<file path="src/rtl/rca_pkg.sv">
// Width helpers shared by the pipelined adders.
// Defines how an n-bit add is cut into k carry-linked chunks.
package rca_pkg;

    // Chunk width for the first k-1 chunks: ceil(n/k).
    function automatic int chunk_w(input int n, input int k);
        if (k < 1) return 0;
        return (n + k - 1) / k;
    endfunction

    // Whatever is left over for the final chunk; must come out >= 1.
    function automatic int last_w(input int n, input int k);
        return n - (k - 1) * chunk_w(n, k);
    endfunction

endpackage

</file>
<file path="src/rtl/rca_nbits.sv">
// Flat n-bit ripple-carry adder, purely combinational.
// Zero latency, no flow control.
module rca_nbits #(
    parameter int n = 4
) (
    input  logic [n-1:0] x,
    input  logic [n-1:0] y,
    input  logic         cin,
    output logic [n-1:0] s,
    output logic         cout
);

    logic [n:0] carry;

    always_comb begin
        carry    = '0;
        s        = '0;
        carry[0] = cin;
        for (int i = 0; i < n; i++) begin
            s[i]         = x[i] ^ y[i] ^ carry[i];
            carry[i + 1] = (x[i] & y[i]) | (carry[i] & (x[i] ^ y[i]));
        end
    end

    assign cout = carry[n];

endmodule

</file>
<file path="src/rtl/pipe_rca_nbits.sv">
// Pipelined n-bit adder: one ripple chunk per stage, k-cycle latency, 1 result/clock.
// Valid/ready throughout; a stage loads when empty or when the stage ahead moves, so bubbles collapse.
module pipe_rca_nbits
    import rca_pkg::*;
#(
    parameter int n = 34,
    parameter int k = 4
) (
    input  logic         clk,
    input  logic         rst_n,
    input  logic [n-1:0] x,
    input  logic [n-1:0] y,
    input  logic         cin,
    input  logic         in_valid,
    output logic         in_ready,
    output logic [n-1:0] s,
    output logic         cout,
    output logic         out_valid,
    input  logic         out_ready
);

    localparam int W  = chunk_w(n, k);
    localparam int LW = last_w(n, k);

    if (k < 1 || k > n || LW < 1) begin : g_bad_cfg
        $error("pipe_rca_nbits: illegal n/k combination");
    end

    // Stage registers, indexed 1..k; stage k drives the outputs.
    logic         v_q   [1:k];
    logic         c_q   [1:k];
    logic [n-1:0] x_q   [1:k];
    logic [n-1:0] y_q   [1:k];
    logic [n-1:0] sum_q [1:k];

    logic         ld    [1:k];
    logic [n-1:0] sum_d [1:k];
    logic         c_d   [1:k];

    // Chunk j reads from source j: the input ports for j = 0, stage j otherwise.
    logic         v_src   [0:k-1];
    logic         c_src   [0:k-1];
    logic [n-1:0] x_src   [0:k-1];
    logic [n-1:0] y_src   [0:k-1];
    logic [n-1:0] sum_src [0:k-1];

    always_comb begin
        v_src[0]   = in_valid;
        c_src[0]   = cin;
        x_src[0]   = x;
        y_src[0]   = y;
        sum_src[0] = '0;
        for (int j = 1; j < k; j++) begin
            v_src[j]   = v_q[j];
            c_src[j]   = c_q[j];
            x_src[j]   = x_q[j];
            y_src[j]   = y_q[j];
            sum_src[j] = sum_q[j];
        end
    end

    // Ready chain runs back from the output; in_ready never looks at in_valid.
    always_comb begin
        ld[k] = !v_q[k] || out_ready;
        for (int j = k - 1; j >= 1; j--) begin
            ld[j] = !v_q[j] || ld[j + 1];
        end
    end

    assign in_ready = ld[1];

    for (genvar j = 0; j < k; j++) begin : g_chunk
        localparam int CW = (j == k - 1) ? LW : W;
        localparam int LO = j * W;

        logic [CW-1:0] add_s;
        logic          add_co;
        logic [n-1:0]  merged;

        rca_nbits #(.n(CW)) u_rca (
            .x    (x_src[j][LO +: CW]),
            .y    (y_src[j][LO +: CW]),
            .cin  (c_src[j]),
            .s    (add_s),
            .cout (add_co)
        );

        always_comb begin
            merged           = sum_src[j];
            merged[LO +: CW] = add_s;
        end

        assign sum_d[j + 1] = merged;
        assign c_d[j + 1]   = add_co;
    end

    always_ff @(posedge clk or negedge rst_n) begin
        if (!rst_n) begin
            for (int j = 1; j <= k; j++) begin
                v_q[j]   <= 1'b0;
                c_q[j]   <= 1'b0;
                x_q[j]   <= '0;
                y_q[j]   <= '0;
                sum_q[j] <= '0;
            end
        end else begin
            for (int j = 1; j <= k; j++) begin
                if (ld[j]) begin
                    v_q[j]   <= v_src[j - 1];
                    c_q[j]   <= c_d[j];
                    x_q[j]   <= x_src[j - 1];
                    y_q[j]   <= y_src[j - 1];
                    sum_q[j] <= sum_d[j];
                end
            end
        end
    end

    assign s         = sum_q[k];
    assign cout      = c_q[k];
    assign out_valid = v_q[k];

endmodule

</file>
<file path="config.mk">
export PLATFORM = sky130hd
export DESIGN_NAME = pipe_rca_nbits
export DESIGN_NICKNAME = d
export VERILOG_FILES = /design/src/rtl/rca_pkg.sv /design/src/rtl/rca_nbits.sv /design/src/rtl/pipe_rca_nbits.sv
export SDC_FILE = /design/constraint.sdc
export NUM_CORES = 1
export LEC_CHECK = 0
export ABC_AREA = 1
export CAP_MARGIN = 20
export CORE_ASPECT_RATIO = 0.75
export CORE_MARGIN = 4
export CORE_UTILIZATION = 50
export DETAILED_ROUTE_END_ITERATION = 6
export PLACE_DENSITY = 0.77
export SYNTH_ARGS = -nofsm -noshare
export SYNTH_HDL_FRONTEND = slang
export SYNTH_SLANG_ARGS = --single-unit
</file>
<file path="constraint.sdc">
create_clock -name clk -period 4.14 [get_ports clk]
set_input_delay 0.828 -clock clk [delete_from_list [all_inputs] [get_ports clk]]
set_output_delay 0.828 -clock clk [all_outputs]
set_load 0.05 [all_outputs]
</file>
==> results of run 1 <==
[final timing paths]
path                       cells after the start                     to
max                                           16   g_chunk[1].merged[8]
min                                            1               x_q[131]
max reg2reg                                   13  g_chunk[2].merged[17]
min reg2reg                                    2                  s[32]
max in group asynchronous                      2                x_q[98]
min in group clk                               2                  s[32]
[routing by layer]
| layer | wire length [um] | global-route usage [%] | vias up |
|---|---|---|---|
| met2 | 6750 | 23.8 | 164 |
| li1 | - | - | 2884 |
| met4 | 210 | 5.52 | 0 |
| met3 | 966 | 4.47 | 17 |
| met5 | 0 | 0 | - |
| met1 | 8930 | 32.4 | 2745 |
[flip-flops by register name (all words and copies together) (netlist names)]
name,cells
c_q,3
cout,1
g_chunk.merged,54
out_valid,1
s,34
v_q,3
x_q,48
y_q,48
[cells by family (layout without fill, tap and decap cells)]
logic type               after synthesis  after routing  synth area share (%)
adder cells (fa/ha/maj)               34             34                  8.37
AND/OR/NAND/NOR                      499            499                  24.3
AO/OA/AOI/OAI                         61             61                  3.75
flip-flops                           192            192                  59.1
buffers and inverters                 87            188                  4.51
[power groups by stage]
stage | clock (uW) | sequential, uW | combinational, uW
2_1_floorplan | 0 | 3080 | 691
3_3_place_gp | 0 | 2660 | 1740
3_5_place_dp | 0 | 2680 | 1770
4_1_cts | 1560 | 2650 | 1780
5_1_grt | 1640 | 2710 | 1950
6_report | 1530 | 2650 | 1760
[cells in the mapped netlist, types with 2 or more instances]
master / instances
dfrtp_1: 192
o21ai_1: 3
inv_1: 33
o21ai_0: 58
inv_2: 3
buf_2: 11
nand3_1: 60
fa_1: 34
buf_4: 5
clkbuf_1: 34
nor2_2: 2
or2_2: 2
nand2_1: 433
[cell type report]
class / count / area [um2]
well taps: 210 / 263
inverters: 36 / 135
fillers: 1302 / 5990
clock buffers: 19 / 443
clock inverters: 13 / 116
repair buffers: 120 / 1190
flip-flops and latches: 192 / 4810
multi-input cells: 594 / 3020
[timing repair]
action	in CTS	in global routing
setup buffers	1	0
pin swaps	6	11
setup endpoints to repair	3	3
gates resized for setup	8	17
cloned	0	0
[metrics by stage]
stage	std cells	total power (uW)	cell area, um2	setup TNS, ns
after global routing	1184	6300	9970	-0.114
after CTS	1184	6000	9970	0
after global placement	1151	4410	9400	-1.22
after floorplan	873	3770	8170	-0.112
after detailed placement	1151	4450	9400	-1.51
final	1184	5950	9970	0
[worst max-delay path, delay by kind of cell]
kind / cells / cell delay [ns]
buffers and inverters: 5 / 0.32
and+or+nand+nor: 2 / 0.12
adders and majority gates: 9 / 3.19
==> summary.md, run 1 <==
| Metric | Value |
|---|---|
| Total wire length | `16,900 um` |
| Crit path cell chain | `buf_6, fa_2, inv_2, fa_2, inv_2, fa_2, fa_2, fa_2, fa_2, fa_2, fa_2, inv_2, fa_1, inv_1, nand2_1, nand2_1` |
| NetSw | `~2100 uW` |
| WL per Instance | `14.2 um` |
| Sw Share | `between 30 and 40%` |
| Antenna violations before repair | `0` |
| Static leakage | `~0.005 uW` |
| Dpl ws | `-0.653 ns` |
| Clock transition at path regs | `approximately 0.060 ns` |
| CTS H-tree lvls | `4` |
| Number of synthesized register bits | `192` |
| Asr flop ratio synth | `100%` |
| Core Area | `about 0.016 mm2` |
| Fmax | `244 MHz` |
| Routability cong. | `around 0.8` |
| Synth warn | `0` |
| Post-synthesis cell type count | `16` |
| Syn_nets | `980` |
| Horiz. Die Dim | `155 um` |
| Cts hold-fix bufs | `0` |
| Post-synthesis sequential area ratio | `59.1%` |
| Sink Count | `between 150 and 200` |
| Syn_area_per_cell | `between 9 and 10 um2` |
| Drc violations | `0` |
| Post-layout nets | `1,068` |
| IO Port Bufs | `around 110` |
| WHS | `around 0.44 ns` |
| DR pass1 iterations | `5` |
| Finish-stage setup viols | `0` |
| Clock Latency Late Sink | `between 0.4 and 0.5 ns` |
| Hold crit path type | `input port to asynchronous set/reset pin` |
| Post-synth EDFFs | `0` |
| Most used cell, CP | `fa_2` |
| Synth Instances | `873` |
| FP Rows | `40` |
| Reg2reg start | `c_q[3]` |
| Max-cap violations | `0` |
| PwrDens | `between 500 and 600 mW/mm2` |
| Arr. time, crit path | `4.47 ns` |
| Crit path largest cell delay | `0.40 ns` |
| Outcome | `finished clean` |
| Tot GR Track Use | `19.0%` |
| Final Hold Fails | `0` |
| Synth top area cells | `dfrtp_1 59%, nand2_1 20%, fa_1 8.4%` |
| Detail Placement HPWL | `roughly 11,000 um` |
| Fin. max-slew vios | `0` |
| Root buffer cell | `clkbuf_16` |
| CTS Buf Count | `17` |
| Clock Skews | `0.00818 ns` |
| Relative slew slack | `around a third` |
| Min cycle time layout | `slightly above 4 ns` |
| Kind of critical path | `input port to flip-flop` |
| Gr ovfl total | `0` |
| Core Util, Final | `a little over three fifths` |
| Leading cell type in the layout, fill and taps excluded | `nand2_1` |
| DRT iter0 DRCs | `roughly 580` |
| Synth top area share | `roughly three fifths` |
| Antenna viol nets, final | `0` |
| Starting density of the core | `50.9%` |
| Startpoint types | `input port` |
| CTS Buffer Depth | `2` |
| RSZ-0062 raised after global routing | `yes` |
| Worst path required time | `approximately 4.5 ns` |
| Internal power | `approximately 3800 uW` |
| Post-route worst setup slack | `~0.035 ns` |
| Slowest CP cell | `fa_2` |
| P&R area growth vs syn | `22.6%` |
| Post-Syn Area | `slightly above 0.008 mm2` |
| Sequential power share | `44.6%` |
| Combinational Power Share | `between 20% and 30%` |
| Crit. End Element | `flip-flop` |
| Die Y | `between 100 and 150 um` |
| Vias in the first global route | `5,596` |
| Vias | `about 5,800` |
| CP Max Fanout | `1` |
| Worst-margin pin slew | `a little under 1 ns` |
| Synth area leader | `dfrtp_1` |
| Most frequent cells in the layout | `433 x nand2_1, 191 x dfrtp_1, 104 x clkdlybuf4s50_1` |
| Leading register cell type out of synthesis | `dfrtp_1` |
| Clock share of power | `25.7%` |
| Critical Path Start | `cin` |
| CTS tree | `built` |
| Antenna cells | `0` |
| DIE AREA | `~0.018 mm2` |
| Fin crit share | `just under 100%` |
| Fraction of layout instances using a drive strength above 1 | `8.62%` |
| R2r setup slk | `roughly 0.14 ns` |
| VDD IR-drop max | `roughly 0.31 mV` |
| Vias per inst | `just under 5` |
| Boundary Pins | `110` |
| First-pass GRT wire length | `approximately 28,000 um` |
| Largest net degree at the start of global routing | `between 90 and 100` |
(Power assumes the default switching activity.)
==> inputs of run 2 (changes only) <==
--- a/config.mk
+++ b/config.mk
@@ -7,11 +7,13 @@
 export LEC_CHECK = 0
 export ABC_AREA = 1
 export CAP_MARGIN = 20
+export CELL_PAD_IN_SITES_DETAIL_PLACEMENT = 1
+export CELL_PAD_IN_SITES_GLOBAL_PLACEMENT = 2
 export CORE_ASPECT_RATIO = 0.75
 export CORE_MARGIN = 4
-export CORE_UTILIZATION = 50
+export CORE_UTILIZATION = 31
 export DETAILED_ROUTE_END_ITERATION = 6
-export PLACE_DENSITY = 0.77
+export PLACE_DENSITY_LB_ADDON = 0.1
 export SYNTH_ARGS = -nofsm -noshare
 export SYNTH_HDL_FRONTEND = slang
 export SYNTH_SLANG_ARGS = --single-unit
==> summary.md, run 2 (synthesis gave the netlist of run 1 again) <==
| Metric | Value |
|---|---|
| Crit. End Element | `flip-flop` |
| Core Util, Final | `39.5% (-23 points)` |
| Min cycle time layout | `4.02 ns (-0.0886 ns)` |
| CTS H-tree lvls | `4 (unchanged)` |
| PwrDens | `605 mW/mm2 (+1.5%)` |
| IO Port Bufs | `109 (unchanged)` |
| Antenna cells | `0 (unchanged)` |
| Routability cong. | `0.687 (-16%)` |
| Die Y | `148 um (+25%)` |
| CTS Buf Count | `17 (unchanged)` |
| DIE AREA | `0.0289 mm2 (+57%)` |
| Drc violations | `0 (unchanged)` |
| Most frequent cells in the layout | `433 x nand2_1, 191 x dfrtp_1, 104 x clkdlybuf4s50_1` |
| Starting density of the core | `31.4% (-20 points)` |
| Clock Skews | `0.0141 ns (+0.00587 ns)` |
| Clock Latency Late Sink | `0.44 ns (about the same)` |
| Final Cell Area | `0.0102 mm2 (+2.6%)` |
| DR pass1 iterations | `4 (-1)` |
| Total wire length | `21,300 um (+26%)` |
| Max FFs per register | `54 (unchanged)` |
| Relative slew slack | `38.3% (+4.4 points)` |
| Finish-stage setup viols | `0 (unchanged)` |
| Gr ovfl total | `0 (unchanged)` |
| Detail Placement HPWL | `14,100 um (+26%)` |
| Fin. max-slew vios | `0 (unchanged)` |
| Outcome | `finished clean` |
| Leading cell type in the layout, fill and taps excluded | `nand2_1` |
| Vias in the first global route | `6,088 (+8.8%)` |
| Vias per inst | `4.38 (-11%)` |
| Cts hold-fix bufs | `0 (unchanged)` |
| Largest net degree at the start of global routing | `109 (+16%)` |
| Root buffer cell | `clkbuf_16` |
| Hold crit path type | `flip-flop to flip-flop` |
| Fmax | `249 MHz (+2.2%)` |
| Antenna viol nets, final | `0 (unchanged)` |
| Boundary Pins | `110 (unchanged)` |
| CTS tree | `built` |
| DRT iter0 DRCs | `305 (-48%)` |
| WL per Instance | `16.1 um (+13%)` |
| CP Max Fanout | `2 (+1)` |
| Sink Count | `192 (unchanged)` |
| CTS Buffer Depth | `2 (unchanged)` |
| Vias | `5,787 (-0.40%)` |
| Antenna violations before repair | `0 (unchanged)` |
| Worst path required time | `4.50 ns (about the same)` |
| Post-layout nets | `1,071 (+0.28%)` |
| Core Area | `0.0259 mm2 (+62%)` |
| Max-cap violations | `0 (unchanged)` |
| Fraction of layout instances using a drive strength above 1 | `9.31% (+0.69 points)` |
| Clock transition at path regs | `0.07 ns (about the same)` |
| Kind of critical path | `flip-flop to flip-flop` |
| Post-DP Area | `0.00958 mm2 (+2.0%)` |
| Startpoint types | `flip-flop` |
| RSZ-0062 raised after global routing | `yes` |
| P&R area growth vs syn | `25.8%` |
| FP Rows | `51 (+28%)` |
| Tot GR Track Use | `15.2% (-3.8 points)` |
| VDD IR-drop max | `0.319 mV (+2.0%)` |
| Fin crit share | `97.0% (-2.1 points)` |
| First-pass GRT wire length | `35,200 um (+25%)` |
| Final Hold Fails | `0 (unchanged)` |
| Post-route worst setup slack | `0.124 ns (+0.0886 ns)` |
| Dpl ws | `-0.668 ns (-0.0156 ns)` |
| Horiz. Die Dim | `195 um (+26%)` |
| Arr. time, crit path | `4.37 ns (-0.10 ns)` |
| Static leakage | `0.00497 uW (+0.88%)` |
| Worst-margin pin slew | `0.926 ns (-0.0632 ns)` |
[run 2: cell types whose count changed in the layout (fill, tap and decap cells not counted), sizes merged]
cell	before	now
clkinvlp	3	1
clkbuf	22	18
inv	36	43
buf	13	18
clkinv	9	6
[run 2: report_power, final]
part	internal (uW)	total, uW	switching (uW)
Sequential	2350	2660	315
Combinational	655	1850	1200
Clock	865	1680	813
[run 2: worst max-delay path, stage by stage, from the launching register on]
cell     delay (ns)
dfrtp_1        0.41
fa_2           0.40
inv_2          0.06
fa_1           0.16
inv_1          0.06
fa_2           0.38
fa_2           0.36
fa_2           0.35
fa_2           0.36
fa_2           0.41
fa_2           0.40
inv_2          0.07
fa_1           0.40
o21ai_2        0.12
[run 2: final timing paths]
kind                         from               endpoint  slack (ns)  cells past startpoint
max                        c_q[2]  g_chunk[3].merged[26]        0.12                     13
max in group asynchronous   rst_n               y_q[117]        2.80                      2
max reg2reg                c_q[2]  g_chunk[3].merged[26]        0.12                     13
min in group asynchronous   rst_n               x_q[131]        0.48                      1
min                         s[10]                  s[10]        0.47                      2
min reg2reg                 s[10]                  s[10]        0.47                      2
[run 2: metrics by stage]
stage,total power (uW),TNS [ns],hold slack [ns],instances
floorplan,3770,-0.112,0.442,873
global placement,4540,-1.34,0.455,1286
detailed placement,4570,-1.70,0.458,1286
CTS,6290,0,0.478,1320
global route,6620,-0.0367,0.492,1321
finish,6190,0,0.470,1321
[run 2: timing repair]
item	in CTS	in global routing
gates resized for setup	22	7
pin swaps	18	14
setup buffers	2	0
setup endpoints to repair	3	3
[run 2: layout make-up]
class	count	area [um2]
Sequential cell	192	4810
Clock buffer	17	425
Clock inverter	15	173
Multi-Input combinational cell	594	3030
Tap cell	344	430
Fill cell	2963	15700
Inverter	36	135
Timing Repair Buffer	123	1230
[run 2: per-layer routing]
metal,track usage [%],vias to the layer above,wire [um]
li1,-,2888,-
met1,26.4,2785,12500
met2,18.9,95,7930
met3,2.13,19,678
met4,4.61,0,244
met5,0,-,0
